### src/rtl/uci_line_tx_if.sv
`default_nettype none
// +------------------------------------------------------------------+
// | uci_line_tx_if : message-source and TX char-stream bundle        |
// | rev 1.0                                                          |
// +------------------------------------------------------------------+
interface uci_line_tx_if #(
  parameter int NUM_SRC = 3,
  parameter int MSG_LEN = 64
);
  logic [NUM_SRC-1:0][MSG_LEN-1:0][7:0] msg_in;
  logic [NUM_SRC-1:0]                   msg_in_valid;
  logic [NUM_SRC-1:0]                   msg_in_ready;
  logic [NUM_SRC-1:0]                   src_enable_in;
  logic [7:0]                           char_out;
  logic                                 char_out_valid;
  logic                                 char_out_ready;
  logic                                 busy_out;
  logic [7:0]                           drop_count_out;

  modport master (
    output msg_in, msg_in_valid, src_enable_in, char_out_ready,
    input  msg_in_ready, char_out, char_out_valid, busy_out, drop_count_out
  );

  modport slave (
    input  msg_in, msg_in_valid, src_enable_in, char_out_ready,
    output msg_in_ready, char_out, char_out_valid, busy_out, drop_count_out
  );
endinterface
`default_nettype wire

### src/rtl/uci_line_tx.sv
`default_nettype none
// +------------------------------------------------------------------+
// | uci_line_tx : multi-source zero-terminated line serializer       |
// | rev 1.0                                                          |
// +------------------------------------------------------------------+
module uci_line_tx #(
  parameter int         NUM_SRC   = 3,
  parameter int         MSG_LEN   = 64,
  parameter int         PRIO0     = 1,
  parameter logic [7:0] TERM_CHAR = 8'h0A
) (
  input  logic         clk_in,
  input  logic         rst_n_in,
  uci_line_tx_if.slave bus
);

  localparam int SW = (NUM_SRC > 1) ? $clog2(NUM_SRC) : 1;
  localparam int IW = $clog2(MSG_LEN);

  typedef logic [MSG_LEN-1:0][7:0] msg_t;
  typedef enum logic [1:0] {
    IDLE = 2'd0,
    SEND = 2'd1,
    TERM = 2'd2
  } state_t;

  state_t             state_q, state_d;
  msg_t               slot_q [NUM_SRC];
  msg_t               slot_d [NUM_SRC];
  logic [NUM_SRC-1:0] full_q, full_d;
  logic [SW-1:0]      grant_q, grant_d;
  logic [SW-1:0]      rr_q, rr_d;
  logic [IW-1:0]      idx_q, idx_d;
  logic [7:0]         char_q, char_d;
  logic               valid_q, valid_d;
  logic [7:0]         drop_q, drop_d;

  logic               free_en;
  logic               hs;
  logic               found;
  logic [7:0]         cur_byte;
  logic [7:0]         nxt_byte;
  int                 cand;
  int                 drop_sum;

  assign hs       = valid_q && bus.char_out_ready;
  assign cur_byte = slot_q[grant_q][idx_q];
  assign nxt_byte = slot_q[grant_q][idx_q + IW'(1)];

  // Slot fill and drop accounting; the granted slot is freed on its terminator handshake.
  always_comb begin
    slot_d   = slot_q;
    full_d   = full_q;
    drop_sum = int'(drop_q);
    for (int i = 0; i < NUM_SRC; i++) begin
      if (bus.msg_in_valid[i] && !full_q[i]) begin
        if (bus.src_enable_in[i]) begin
          slot_d[i] = bus.msg_in[i];
          full_d[i] = 1'b1;
        end else begin
          drop_sum = drop_sum + 1;
        end
      end
    end
    if (free_en) begin
      full_d[grant_q] = 1'b0;
    end
    drop_d = (drop_sum > 255) ? 8'hFF : 8'(drop_sum);
  end

  always_comb begin
    state_d = state_q;
    grant_d = grant_q;
    rr_d    = rr_q;
    idx_d   = idx_q;
    char_d  = char_q;
    valid_d = valid_q;
    free_en = 1'b0;
    found   = 1'b0;
    cand    = 0;
    case (state_q)
      IDLE: begin
        if ((PRIO0 != 0) && full_q[0]) begin
          found   = 1'b1;
          grant_d = '0;
        end else begin
          // Search starts just past the last grant so every source gets its turn.
          for (int k = 1; k <= NUM_SRC; k++) begin
            cand = int'(rr_q) + k;
            if (cand >= NUM_SRC) begin
              cand = cand - NUM_SRC;
            end
            if (!found && full_q[cand]) begin
              found   = 1'b1;
              grant_d = SW'(cand);
            end
          end
        end
        if (found) begin
          rr_d    = grant_d;
          idx_d   = '0;
          state_d = SEND;
        end
      end
      SEND: begin
        if (!valid_q) begin
          char_d  = (cur_byte == 8'h00) ? TERM_CHAR : cur_byte;
          valid_d = 1'b1;
          if (cur_byte == 8'h00) begin
            state_d = TERM;
          end
        end else if (hs) begin
          if ((idx_q == IW'(MSG_LEN - 1)) || (nxt_byte == 8'h00)) begin
            char_d  = TERM_CHAR;
            state_d = TERM;
          end else begin
            char_d = nxt_byte;
            idx_d  = idx_q + IW'(1);
          end
        end
      end
      TERM: begin
        if (hs) begin
          valid_d = 1'b0;
          free_en = 1'b1;
          state_d = IDLE;
        end
      end
      default: begin
        state_d = IDLE;
        valid_d = 1'b0;
      end
    endcase
  end

  always_ff @(posedge clk_in or negedge rst_n_in) begin
    if (!rst_n_in) begin
      state_q <= IDLE;
      for (int i = 0; i < NUM_SRC; i++) begin
        slot_q[i] <= '0;
      end
      full_q  <= '0;
      grant_q <= '0;
      rr_q    <= SW'(NUM_SRC - 1);
      idx_q   <= '0;
      char_q  <= 8'h00;
      valid_q <= 1'b0;
      drop_q  <= 8'h00;
    end else begin
      state_q <= state_d;
      for (int i = 0; i < NUM_SRC; i++) begin
        slot_q[i] <= slot_d[i];
      end
      full_q  <= full_d;
      grant_q <= grant_d;
      rr_q    <= rr_d;
      idx_q   <= idx_d;
      char_q  <= char_d;
      valid_q <= valid_d;
      drop_q  <= drop_d;
    end
  end

  assign bus.msg_in_ready   = ~full_q;
  assign bus.char_out       = char_q;
  assign bus.char_out_valid = valid_q;
  assign bus.busy_out       = (|full_q) || (state_q != IDLE);
  assign bus.drop_count_out = drop_q;

endmodule
`default_nettype wire
### src/flat_wrapper.sv
// flat-port wrapper written by rule: the top's interface ports become plain ports
module uci_line_tx_flat 
#(
  parameter int         NUM_SRC   = 3,
  parameter int         MSG_LEN   = 64,
  parameter int         PRIO0     = 1,
  parameter logic [7:0] TERM_CHAR = 8'h0A
)
  (clk_in, rst_n_in, bus_msg_in, bus_msg_in_valid, bus_src_enable_in, bus_char_out_ready, bus_msg_in_ready, bus_char_out, bus_char_out_valid, bus_busy_out, bus_drop_count_out);
  uci_line_tx_if #(.NUM_SRC(NUM_SRC), .MSG_LEN(MSG_LEN)) bus_i ();
  input  logic clk_in;
  input  logic rst_n_in;
  input wire logic [$bits(bus_i.msg_in)-1:0] bus_msg_in;
  input wire logic [$bits(bus_i.msg_in_valid)-1:0] bus_msg_in_valid;
  input wire logic [$bits(bus_i.src_enable_in)-1:0] bus_src_enable_in;
  input wire logic [$bits(bus_i.char_out_ready)-1:0] bus_char_out_ready;
  output wire logic [$bits(bus_i.msg_in_ready)-1:0] bus_msg_in_ready;
  output wire logic [$bits(bus_i.char_out)-1:0] bus_char_out;
  output wire logic [$bits(bus_i.char_out_valid)-1:0] bus_char_out_valid;
  output wire logic [$bits(bus_i.busy_out)-1:0] bus_busy_out;
  output wire logic [$bits(bus_i.drop_count_out)-1:0] bus_drop_count_out;
  assign bus_i.msg_in = bus_msg_in;
  assign bus_i.msg_in_valid = bus_msg_in_valid;
  assign bus_i.src_enable_in = bus_src_enable_in;
  assign bus_i.char_out_ready = bus_char_out_ready;
  assign bus_msg_in_ready = bus_i.msg_in_ready;
  assign bus_char_out = bus_i.char_out;
  assign bus_char_out_valid = bus_i.char_out_valid;
  assign bus_busy_out = bus_i.busy_out;
  assign bus_drop_count_out = bus_i.drop_count_out;
  uci_line_tx #(.NUM_SRC(NUM_SRC), .MSG_LEN(MSG_LEN), .PRIO0(PRIO0), .TERM_CHAR(TERM_CHAR)) u_core (.clk_in(clk_in), .rst_n_in(rst_n_in), .bus(bus_i));
endmodule
### config.mk
export PLATFORM = sky130hd
export DESIGN_NAME = uci_line_tx_flat
export DESIGN_NICKNAME = d
export VERILOG_FILES = /design/src/rtl/uci_line_tx_if.sv /design/src/rtl/uci_line_tx.sv /design/src/flat_wrapper.sv
export SDC_FILE = /design/constraint.sdc
export NUM_CORES = 2
export LEC_CHECK = 0
export ABC_AREA = 1
export CORE_AREA = 2 2 616 618
export DETAILED_ROUTE_END_ITERATION = 7
export DIE_AREA = 0 0 618 620
export PLACE_DENSITY = 0.48
export SLEW_MARGIN = 0
export SYNTH_ARGS = -nofsm -noshare
export SYNTH_HDL_FRONTEND = slang
export SYNTH_SLANG_ARGS = --single-unit
### constraint.sdc
create_clock -name clk_in -period 3 [get_ports clk_in]
set_clock_uncertainty 0.05 [all_clocks]
set_input_delay 0.6 -clock clk_in [delete_from_list [all_inputs] [get_ports clk_in]]
set_output_delay 0.6 -clock clk_in [all_outputs]
set_load 0.1 [all_outputs]
Yosys cells after proc, flatten, opt, wreduce, memory -nomap -nowiden
Index checks and enable logic that the tools add are counted.

Register bits: 1568. Input bits: 1545. Output and inout port bits: 21. Word-level logic and storage cells: 341.

$add $sub $neg: 10. Order comparisons: 12. Equal/unequal tests: 12. Muxes and demuxes: 74. Bitwise operators: 5. Reduce and logical (&&, ||, !) cells: 28.

Operator list (count): $bmux 512 s2 (1); $mux 512 (2); $mux 32 (15); $bmux 8 s6 (2); $ge 32x3->1 const B (3); $lt 32x4->1 const B (3); $sub 32x3->32 const B (3); $add 32x2->32 const B (2); $mux 8 (7); $gt 32x9->1 const B (1); $mux 1 (25); $mux 6 (4); $mux 2 (10); $logic_not 8->1 (2); $lt 6x7->1 const B (2); $pmux 6 s2 (1); $reduce_and 2->1 (6); $reduce_and 5->1 (2); $add 8x1->9 const B (1); $ne 2x1->1 const B (4); $logic_and 1x1->1 (7); $add 2x2->3 const B (2); $add 6x1->6 const B (1); $bmux 1 s2 (3); 23 further kinds (32).

Logic depth before layout (Yosys ltp)
Depth after elaboration: 23. Mapped depth: 23. Mapped depth without buffers: 20.

Worst setup path before layout
OpenSTA, ideal clock, no wires.

Path type: reg-to-reg. Start: register u_core.drop_q[0] (netlist: u_core.bus.drop_count_out[0]). End: register u_core.drop_q[0] (netlist: u_core.bus.drop_count_out[0]). Library setup time: 0.076 ns. Arrival time: 2.832 ns. Data required time: 2.874 ns. Path slack: 0.042 ns. Cell stages (with the launch flop): 14. Path buffers: 0. Clock period less this slack: 2.958 ns. Cells stage by stage: dfrtp_1 -> ha_1 -> nand2_1 -> nand2_1 -> ha_1 -> nor2_1 -> a31oi_1 -> ha_1 -> nand4_1 -> nor2_1 -> nand2_1 -> nor3_1 -> nor3_2 -> o21ai_1.

Cells in the longest elaborated chain, start to end: 11.

Ends and longest elaborated chain: start, declared (line uci_line_tx.sv:36) `logic [7:0] drop_q, drop_d;`; start signal, assigned (line uci_line_tx.sv:160) `drop_q <= drop_d;`; $add 8x1->9 (line uci_line_tx.sv:61) `drop_sum = drop_sum + 1;`; $mux 32 (line uci_line_tx.sv:57) `if (bus.src_enable_in[i]) begin`; $mux 32 * (line uci_line_tx.sv:56) `if (bus.msg_in_valid[i] && !full_q[i]) begin`; $add 32x2->32 (line uci_line_tx.sv:61); $mux 32 (line uci_line_tx.sv:57); $mux 32 * (line uci_line_tx.sv:56); $add 32x2->32 (line uci_line_tx.sv:61); $mux 32 (line uci_line_tx.sv:57); $mux 32 * (line uci_line_tx.sv:56); $gt 32x9->1 (line uci_line_tx.sv:68) `drop_d = (drop_sum > 255) ? 8'hFF : 8'(drop_sum);`; $mux 8 * (line uci_line_tx.sv:68); via u_core.drop_d[0] (line uci_line_tx.sv:36).

Mark *: on every way through the listed nets, which the timed path passes. The rest lies on a longest branch. A chain may end at the register's enable or synchronous reset.

Worst setup path after layout
Start: register u_core.grant_q[0]. End: register u_core.char_q[3] (netlist: u_core.bus.char_out[3]).

Cells in the longest elaborated chain, start to end: 11. Elaborated cells between the ends (all ways): 15. Classes of those cells: mux (11); bitwise (1); reduce/logical (3).

Ends and longest elaborated chain: start, declared (line uci_line_tx.sv:31) `logic [SW-1:0] grant_q, grant_d;`; start signal, assigned (line uci_line_tx.sv:155) `grant_q <= grant_d;`; $not 2->3 (not written as such) * (line uci_line_tx.sv:47, uci_line_tx.sv:48); $bmux 512 s2 * (line uci_line_tx.sv:47, uci_line_tx.sv:48); $mux 512 (not written as such) * (2 in series) (line uci_line_tx.sv:47, uci_line_tx.sv:48); $bmux 8 s6 (line uci_line_tx.sv:48) `assign nxt_byte = slot_q[grant_q][idx_q + IW'(1)];`; $mux 8 (not written as such) (line uci_line_tx.sv:48); $logic_not 8->1 (line uci_line_tx.sv:113) `if ((idx_q == IW'(MSG_LEN - 1)) || (nxt_byte == 8'h00)) begin`; $logic_or 1x1->1 (line uci_line_tx.sv:113); $mux 8 (line uci_line_tx.sv:113); $mux 8 (line uci_line_tx.sv:112) `end else if (hs) begin`; $mux 8 * (line uci_line_tx.sv:106) `if (!valid_q) begin`; end signal, assigned (line uci_line_tx.sv:158) `char_q <= char_d;`; end, declared (line uci_line_tx.sv:34) `logic [7:0] char_q, char_d;`.

Mark *: on every way between the ends. The rest lies on a longest branch, timed or not. The select of a mux whose other input is x is not followed.

==> metrics.md <==
| Metric | Value |
|---|---|
| First-pass GRT wire length | 676000 um |
| Dpl hpwl | 412000 um |
| Fraction of layout instances using a drive strength above 1 | 29.6% |
| Fmax | 0.285 GHz |
| DRT Pass-1 Iters | 6 |
| GR Util All Layers | 25.9% |
| Later-pin clock latency in the skew report | 0.89 ns |
| Failing checks | setup timing |
| Sink Count | 1568 |
| Die Wd | 618 um |
| Worst Max-Slew Pin Slew | 0.748 ns |
| Crit. End Element | flop |
| Global placer's final weighted congestion | 0.959 |
| Routed len/inst | 32.8 um |
| Fin cells | 15600 |
| Syn Nets | 9670 |
| Yosys cell types | 37 |
| # placed instances | 15100 |
| Initial DRC Count | 7983 |
| Avg Synthesized Cell Area | 9.66 sq um |
| Clock-pin slew on the worst setup and hold paths | 0.06 ns |
| Starting density of the core | 20.8% |
| CTS tree | done |
| Max Cap Viol | 0 |
| DR vias | 76400 |
| Minimum clock period | 3.51 ns |
| Period utilisation layout | 117% |
| Grt total ovfl | 0 |
| Final slew viol count | 0 |
| Largest net degree at the start of global routing | 92 |
| Arrival @ worst endpoint | 4.28 ns |
| Adder-Cell Fraction of Synth Area | 0.112% |
| Worst Path Max Fanout | 18 |
| Final WS setup | -0.508 ns |
| Sequential fraction of the synthesis area | 50.1% |
| Hold WC Path Type | in2reg |
| Post-Syn Area | 78400 sq um |
| Combinational family with the most area after synthesis | simple AND/OR/NAND/NOR gates |
| Post-synthesis xor/xnor area fraction | 0.179% |
| Pleak | 49.7 nW |
| RSZ-0062 raised after global routing | true |
| TNS Setup | -7.46 ns |
| Final-report hold violation count | 0 |
| WS Path Type | reg2reg |
| Worst Reg-to-Reg Cells | 22 |
| # DRC | 0 |
| Max H-tree Level | 4 |
| Post-Syn Instances | 8118 |
| Hold Path Depth | 3 |
| Area growth from synthesis to layout | 52.6% |
| Boundary Pins | 1566 |
| Worst vdd ir | 0.490 mV |
| Antenna viol nets, final | 0 |
| # setup viols final | 16 |
| Number of global-route vias before repair | 75100 |
| Root buf cell | clkbuf_16 |
| Post-Synth Simple-Gate Area | 23.3% |
| Total wire length | 513000 um |
| Initial antenna violation count | 294 |
| Post-synthesis mux area share | 19.7% |
| Slew HR | 49.9% |
| Run status | finished with violations |
| Clk buf depth | 4 |
| Layout Utilization | 31.7% |
| Number of port buffers | 1565 |
| Pwr Density | 1190 nW/um^2 |
| Via density | 4.88 |
| Inserted Clock Buffers | 200 |
| DIE HEIGHT | 620 um |
| CP Launch Type | flop |
| Die ar. | 383000 sq um |
| Register bit total from synthesis | 1568 |
| # rows | 226 |
| Synth Area in Compound Gates | 2.44% |
| Nets@finish | 11900 |
| Worst EP required | 3.77 ns |
| Placeable core area | 377000 sq um |
| Ys Warns | 0 |
## placed cells by master (no fill, tap or decap), types with 203 or more instances in the layout
| master | n |
|---|---|
| nand2_1 | 1816 |
| dfrtp_1 | 1561 |
| clkdlybuf4s50_1 | 1543 |
| mux2_2 | 1373 |
| nand3_1 | 1174 |
| buf_4 | 680 |
| nand4_1 | 631 |
| o21ai_0 | 288 |
| buf_12 | 286 |
| inv_1 | 216 |
| clkbuf_16 | 203 |
## path summary, 6_finish.rpt
path	startpoint	end	slack, ns
worst max register to register	u_core.grant_q[0]$_DFFE_PN0N_	u_core.bus.char_out[3]$_DFFE_PN0P_	-0.51
worst min-delay path	bus_msg_in[197]	u_core.slot_q[1221]$_DFFE_PN0P_	0.17
min in group asynchronous	rst_n_in	u_core.slot_q[964]$_DFFE_PN0P_	0.24
worst min register to register	u_core.slot_q[926]$_DFFE_PN0P_	u_core.slot_q[926]$_DFFE_PN0P_	0.46
max in group asynchronous	rst_n_in	u_core.slot_q[35]$_DFFE_PN0P_	1.55
worst max-delay path	u_core.grant_q[0]$_DFFE_PN0N_	u_core.bus.char_out[3]$_DFFE_PN0P_	-0.51
## final cells by class
type                            instances  area (sq um)
Multi-Input combinational cell       5726         37800
Inverter                              230           911
Sequential cell                      1568         39300
Clock inverter                        100          1470
Fill cell                           39400        258000
Antenna cell                          149           373
Clock buffer                          263          5670
Tap cell                             5016          6280
Timing Repair Buffer                 2595         27900
## sequential cells by signal (all words and copies together), names as in the netlist
name / cells
u_core.bus.char_out: 8
u_core.bus.char_out_valid: 1
u_core.bus.drop_count_out: 8
u_core.full_q: 3
u_core.grant_q: 2
u_core.idx_q: 6
u_core.rr_q: 2
u_core.slot_q: 1536
u_core.state_q: 2
## critical path: stages, from the launching register on
cell and delay, ns:
dfrtp_4 0.52, buf_12 0.16, buf_12 0.16, o21ai_0 0.49
nand2_1 0.21, buf_12 0.20, nand3_1 0.07, nand3_1 0.09
nand3_2 0.16, nand3_4 0.11, buf_4 0.15, nand3_1 0.07
nand3_1 0.12, nand2_2 0.10, inv_1 0.05, nand2_1 0.05
nor2_1 0.05, nand2_1 0.10, nand2_2 0.09, nor2_4 0.20
nand2_1 0.08, nand3_1 0.07, nand2_1 0.06
## synthesized netlist by cell type (all sizes together)
cell	instances	area share, %
nand2	1859	8.9
dfrtp	1567	50
nand3	1406	9.0
mux2	1373	20
nand4	631	5.0
clkbuf	348	1.7
o21ai	344	2.2
buf	246	1.5
inv	228	1.1
nor2	46	0.26
a21oi	18	0.11
xor2	14	0.16
nor3	9	0.064
ha	7	0.11
a31oi	3	0.024
o22ai	3	0.024
a22oi	2	0.019
clkinv	2	0.0096
o2111ai	2	0.022
xnor2	2	0.022
a21o	1	0.0096
a31o	1	0.011
and3	1	0.0080
dfstp	1	0.034
nor3b	1	0.0096
nor4	1	0.0080
o211ai	1	0.0096
o221ai	1	0.011
## cells by family (layout without fill, tap and decap cells)
logic type	Yosys count	count (layout)
buffers and inverters	824	3188
AND/OR/NAND/NOR	3954	3954
XOR/XNOR	16	16
other	0	149
AO/OA/AOI/OAI	376	376
flip-flops	1568	1568
multiplexers	1373	1373
adder cells (fa/ha/maj)	7	7
## report_power, final
group | internal, mW | leakage [nW] | switching (mW)
logic | 32.3 | 27.3 | 43.6
clock network | 15.9 | 3.51 | 10.9
registers | 31.8 | 18.8 | 7.60
## per-stage QoR
stage / hold WS [ns] / setup slack, ns / area (sq um) / power [mW]
6_report: 0.174 / -0.508 / 120000 / 142
2_1_floorplan: 0.254 / 0.0415 / 78400 / 68.2
4_1_cts: 0.100 / -0.473 / 119000 / 142
3_5_place_dp: 0.445 / -1.43 / 109000 / 109
5_1_grt: 0.151 / -0.644 / 120000 / 149
3_3_place_gp: 0.439 / -1.47 / 109000 / 109
## metal layers
layer / GRT usage, % / up-vias / wire [um] / part of all wire [%]
li1: - / 33200 / - / -
met1: 34.5 / 38700 / 221000 / 43
met2: 39.5 / 3529 / 228000 / 44
met3: 5.10 / 914 / 35600 / 6.9
met4: 13.9 / 88 / 27600 / 5.4
met5: 0 / - / 547 / 0.11
## timing repair
action,4_1_cts,5_1_grt
endpoints found under the setup margin,16,24
endpoints found under the hold margin,40,0
hold buffers,1,0
resized for setup,447,61
buffers inserted,58,8
pin swaps,59,16
gates cloned,21,2
Note: power is estimated with default switching activity, not from simulation.
